File: config.mk
export PLATFORM = sky130hd
export DESIGN_NAME = barrel_shift8
export DESIGN_NICKNAME = d
export VERILOG_FILES = /design/src/rtl/barrel_shift8.sv
export SDC_FILE = /design/constraint.sdc
export NUM_CORES = 1
export LEC_CHECK = 0
export ABC_CLOCK_PERIOD_IN_PS = 1300
export BUFFER_PORTS_ARGS = -buffer_cell sky130_fd_sc_hd__buf_2
export CAP_MARGIN = 20
export CORE_MARGIN = 5
export CORE_UTILIZATION = 45
export CTS_BUF_LIST = sky130_fd_sc_hd__clkbuf_4
export CTS_CLUSTER_SIZE = 12
export DETAILED_ROUTE_END_ITERATION = 12
export PLACE_DENSITY = 0.74
export SKIP_CTS_REPAIR_TIMING = 1
export SLEW_MARGIN = 0
export SYNTH_ARGS = -nofsm -noshare
export SYNTH_HDL_FRONTEND = slang
export SYNTH_SLANG_ARGS = --single-unit
File: constraint.sdc
create_clock -name clk -period 1.3 [get_ports clk]
set_input_delay 0.26 -clock clk [delete_from_list [all_inputs] [get_ports clk]]
set_output_delay 0.26 -clock clk [all_outputs]
set_load 0.005 [all_outputs]
File: src/rtl/barrel_shift8.sv
// 8-bit registered barrel shifter.
// Rotate/shift by 0..7 through a 1/2/4 log network.
module barrel_shift8 (
  input  logic       clk,
  input  logic       rst,
  input  logic [7:0] in,
  input  logic [1:0] m,
  input  logic [2:0] s,
  output logic [7:0] op
);

  localparam logic [1:0] M_ROL = 2'b00;
  localparam logic [1:0] M_ROR = 2'b01;
  localparam logic [1:0] M_SHL = 2'b10;
  localparam logic [1:0] M_SHR = 2'b11;

  logic [7:0] st1;
  logic [7:0] st2;
  logic [7:0] op_d;
  logic [7:0] op_q;

  // One network stage: move x by k places when en, else pass.
  function automatic logic [7:0] net_stage(
    input logic [7:0] x,
    input logic [1:0] md,
    input logic       en,
    input int         k
  );
    logic [15:0] dbl_l;
    logic [15:0] dbl_r;
    logic [7:0]  r;
    dbl_l = {x, x} << k;
    dbl_r = {x, x} >> k;
    r     = x;
    if (en) begin
      unique case (md)
        M_ROL:   r = dbl_l[15:8];
        M_ROR:   r = dbl_r[7:0];
        M_SHL:   r = x << k;
        M_SHR:   r = x >> k;
        default: r = x;
      endcase
    end
    return r;
  endfunction

  // Cascade the 1-, 2- and 4-place stages.
  always_comb begin
    st1  = net_stage(in,  m, s[0], 1);
    st2  = net_stage(st1, m, s[1], 2);
    op_d = net_stage(st2, m, s[2], 4);
  end

  // Result register; reset wins over load.
  always_ff @(posedge clk) begin
    if (rst) begin
      op_q <= 8'h00;
    end else begin
      op_q <= op_d;
    end
  end

  assign op = op_q;

endmodule

After elaboration in Yosys (flattened, before gate mapping)
Cells that the tools add are included.
Word-level totals
  register bits after elaboration: 8
  input port bits: 15
  output and inout bits: 8
  logic and storage cells: 12
Operators by class
  eq/ne operators: 3
  muxes and demuxes: 6
  reduce and logical (&&, ||, !) cells: 2
Operators with widths (count)
  $pmux W8 S4: 2
  $mux W8: 3
  $pmux W8 S3: 1
  $eq A2 B2 Y1 const B: 2
  $eq A2 B1 Y1 const B: 1
  $logic_not A2 Y1: 1
  $reduce_or A2 Y1: 1

Longest topological paths before layout
  word-level depth: 7
  mapped depth: 6
  mapped depth without buffers: 4

Worst setup path before layout
No wires, ideal clock.
  path type: input-to-reg
  from: input port s[0]
  to: register op_q[7] (netlist: op[7])
  setup time: 131 ps
  arrival time: 1233 ps
  data required time: 1169 ps
  slack: -64 ps
  stages on the path: 5
  path buffers: 1
  cells stage by stage: buf_4 mux4_2 and2_1 o21ai_1 a21oi_1
Between the ends
  cells in the longest elaborated chain, start to end: 5
RTL lines
  start, declared: RTL line 8  | input logic [2:0] s,
  $mux W8 *: RTL line 35  | if (en) begin
  $pmux W8 S4: RTL line 36  | unique case (md)
  $mux W8 *: RTL line 35
  $pmux W8 S3: RTL line 36
  $mux W8 *: RTL line 35
  end signal, assigned: RTL line 59  | op_q <= op_d;
  end, declared: RTL line 20  | logic [7:0] op_q;
Mark *: on every way between the ends. The rest lies on a longest branch, timed or not.
A chain may end at the register's enable or synchronous reset.

Worst setup path in the final report
  from: input port m[0]
  to: register op_q[5] (netlist: op[5])
Between the ends
  cells in the longest elaborated chain, start to end: 7
  elaborated cells between the ends (all ways): 11
  classes of those cells: eq/ne: 3; mux: 6; reduce/logical: 2
RTL lines
  start, declared: RTL line 7  | input logic [1:0] m,
  $eq A2 B2 Y1, or another cell as far along: RTL line 36
  $pmux W8 S4: RTL line 36
  $mux W8: RTL line 35
  $pmux W8 S4: RTL line 36
  $mux W8: RTL line 35
  $pmux W8 S3: RTL line 36
  $mux W8 *: RTL line 35
Marked as above.

==> results by group <==
Routing
  – Via Count: 952
  – Vias per cell: 5.91
  – Final wirelength: 2.44 mm
  – DRC viols: 0
  – DR pass1 iterations: 4
  – First DRT Iteration DRCs: 27
  – Antenna Nets Post-Route: 0
  – Wirelength per Cell: 15.1 um

Placed design
  – Post-place setup slack: -0.235 ns
  – GP Congestion: 0.879
  – Detail Placement HPWL: 1.94 mm
  – Placed insts: 158
  – IO Port Bufs: 22

Final layout
  – Util after Layout: 64.8%
  – Fin nets: 153
  – Commonest non-fill, non-tap cell in the layout: buf_2
  – Fin cells: 161
  – Layout cell share with drive strength beyond 1: 45.6%
  – Antenna Cells: 0
  – Layout area overhead: 33.1%
  – Max reg flops: 8
  – Commonest cells after routing, fill and taps aside: 22 x buf_2, 20 x buf_4, 13 x mux2i_1, 8 x nor2_1, 8 x dfxtp_1

Power
  – Design Power: 0.000796 W
  – Static Leak: 0.498 nW
  – Pwr dens: 697 mW/mm^2
  – Max VDD drop: 0.280 mV

Timing
  – # setup viols final: 0
  – Fin crit period: 1.25 ns
  – FMAX: 800 MHz
  – Final period util: 96.2%
  – Final Hold Fails: 0
  – Fin worst setup slack: 0.0499 ns
  – Setup TNS: 0 ns
  – Max-slew headroom: 75.6%
  – Max Slew Vio Count: 0
  – Worst-Margin Slew: 0.365 ns

Die
  – Site Rows: 15
  – Ports: 23
  – Die Wd: 53.7 um
  – Chip height: 53.7 um
  – Initial core utilization: 48.7%
  – Die area: 0.00288 mm^2
  – Core box area: 0.00176 mm^2

Logic synthesis
  – Ys async rst share: 0%
  – Synth Register Bits: 8
  – Synthesis Warnings: 0
  – Cells after Synth: 99
  – Area contributors post-synth: dfxtp_1 19%, mux2i_1 15%, mux4_2 7.9%, a21oi_1 4.7%, o21ai_0 3.5%
  – Post-synth top area cell: dfxtp_1
  – Post-synth net total: 114
  – Main synth FF type: dfxtp_1
  – Post-synthesis sequential area ratio: 18.7%
  – Post-synth EDFFs: 0
  – Syn avg cell area: 8.67 um^2
  – Yosys cell types: 37
  – Synth Cell Area: 858 um^2
  – Synth top area share: 18.7%

Run
  – Max-cap violations: 0

Setup path
  – CP Capture Type: flip-flop
  – Setup crit end: op[5]
  – Critical path class: input port to flip-flop
  – Critical Path AT: 1.40 ns
  – Crit path launch type: input port
  – Worst-path fanout max: 12
  – Worst setup path startpoint: m[0]
  – CP required: 1.45 ns

Clock network
  – Clk slew on worst S/H paths: 0.05 ns
  – CTS Root Cell: clkbuf_4
  – Num CTS Buffers: 3
  – CTS Sinks: 8
  – CTS H-tree depth: 1
  – Clk buf depth: 2
  – CTS tree: done

Global routing
  – Largest net degree at the start of global routing: 13
  – Total global routing overflow: 0
  – Vias in the first global route: 893
  – GRT Total Usage: 18.1%
  – Global-route wire length before repair: 3.85 mm
  – Initial antenna violation count: 0

Hold path
  – Worst hold path type: input port to flip-flop
  – Min-delay src: rst

Status
  – Outcome: completed
-- synthesized netlist by cell type, drive strengths merged, types with 2 or more instances --
library cell and instances:
nand3b 2, and2 2, o21ai 8, a31oi 3, mux4 4, o32ai 4
dfxtp 8, nand2 3, o221ai 2, mux2i 13, nor2b 3, inv 3
a21oi 9, buf 7, nor2 8, o211ai 2, or2 2, clkbuf 2
nand2b 3, a211oi 4
-- power breakdown --
part,internal (W),switching [W]
Combinational,0.000169,0.000174
Sequential,0.000267,0.00000357
Clock,0.000105,0.0000775
Total,0.000541,0.000256
-- area by class of cell --
cell class | count | area, um^2
Multi-Input combinational cell | 79 | 642
Fill cell | 172 | 622
Timing Repair Buffer | 43 | 272
Sequential cell | 8 | 160
Tap cell | 25 | 31.3
Clock buffer | 3 | 22.5
Inverter | 3 | 15.0
-- routing by layer --
metal | global-route usage, % | part of all wire, % | up-vias
met5 | 0 | 0 | -
met4 | 9.36 | 2.5 | 0
met3 | 1.11 | 6.5 | 8
met2 | 32.5 | 51 | 48
met1 | 21.3 | 40 | 437
li1 | - | - | 459
-- worst min-delay path by stage --
stage	to	slack, ns	cells after the start
after floorplan	op[2]	0.48	2
after global placement	op[7]	0.54	2
after detailed placement	op[7]	0.55	2
after CTS	op[7]	0.28	2
after global routing	op[7]	0.29	2
final	op[7]	0.29	2
-- cell families (layout without fill, tap and decap cells) --
family	count (synthesis)	in the layout	synth area share, %
AO/OA/AOI/OAI	35	35	29.3
buffers and inverters	12	49	8.31
multiplexers	17	17	26.1
flip-flops	8	8	18.7
AND/OR/NAND/NOR	27	27	17.6
-- stage by stage --
step           hold WS (ns)  area (um^2)
6_report              0.288         1140
5_1_grt               0.291         1140
4_1_cts               0.280         1130
3_5_place_dp          0.546         1100
3_3_place_gp          0.544         1100
2_1_floorplan         0.480          872
-- critical path, cell delays in order --
cell and delay [ns]:
buf_2 0.14, buf_6 0.16, mux2i_1 0.12, nor3b_1 0.33, a311oi_2 0.12, o32ai_1 0.27
Power figures use the tool's default switching activity.
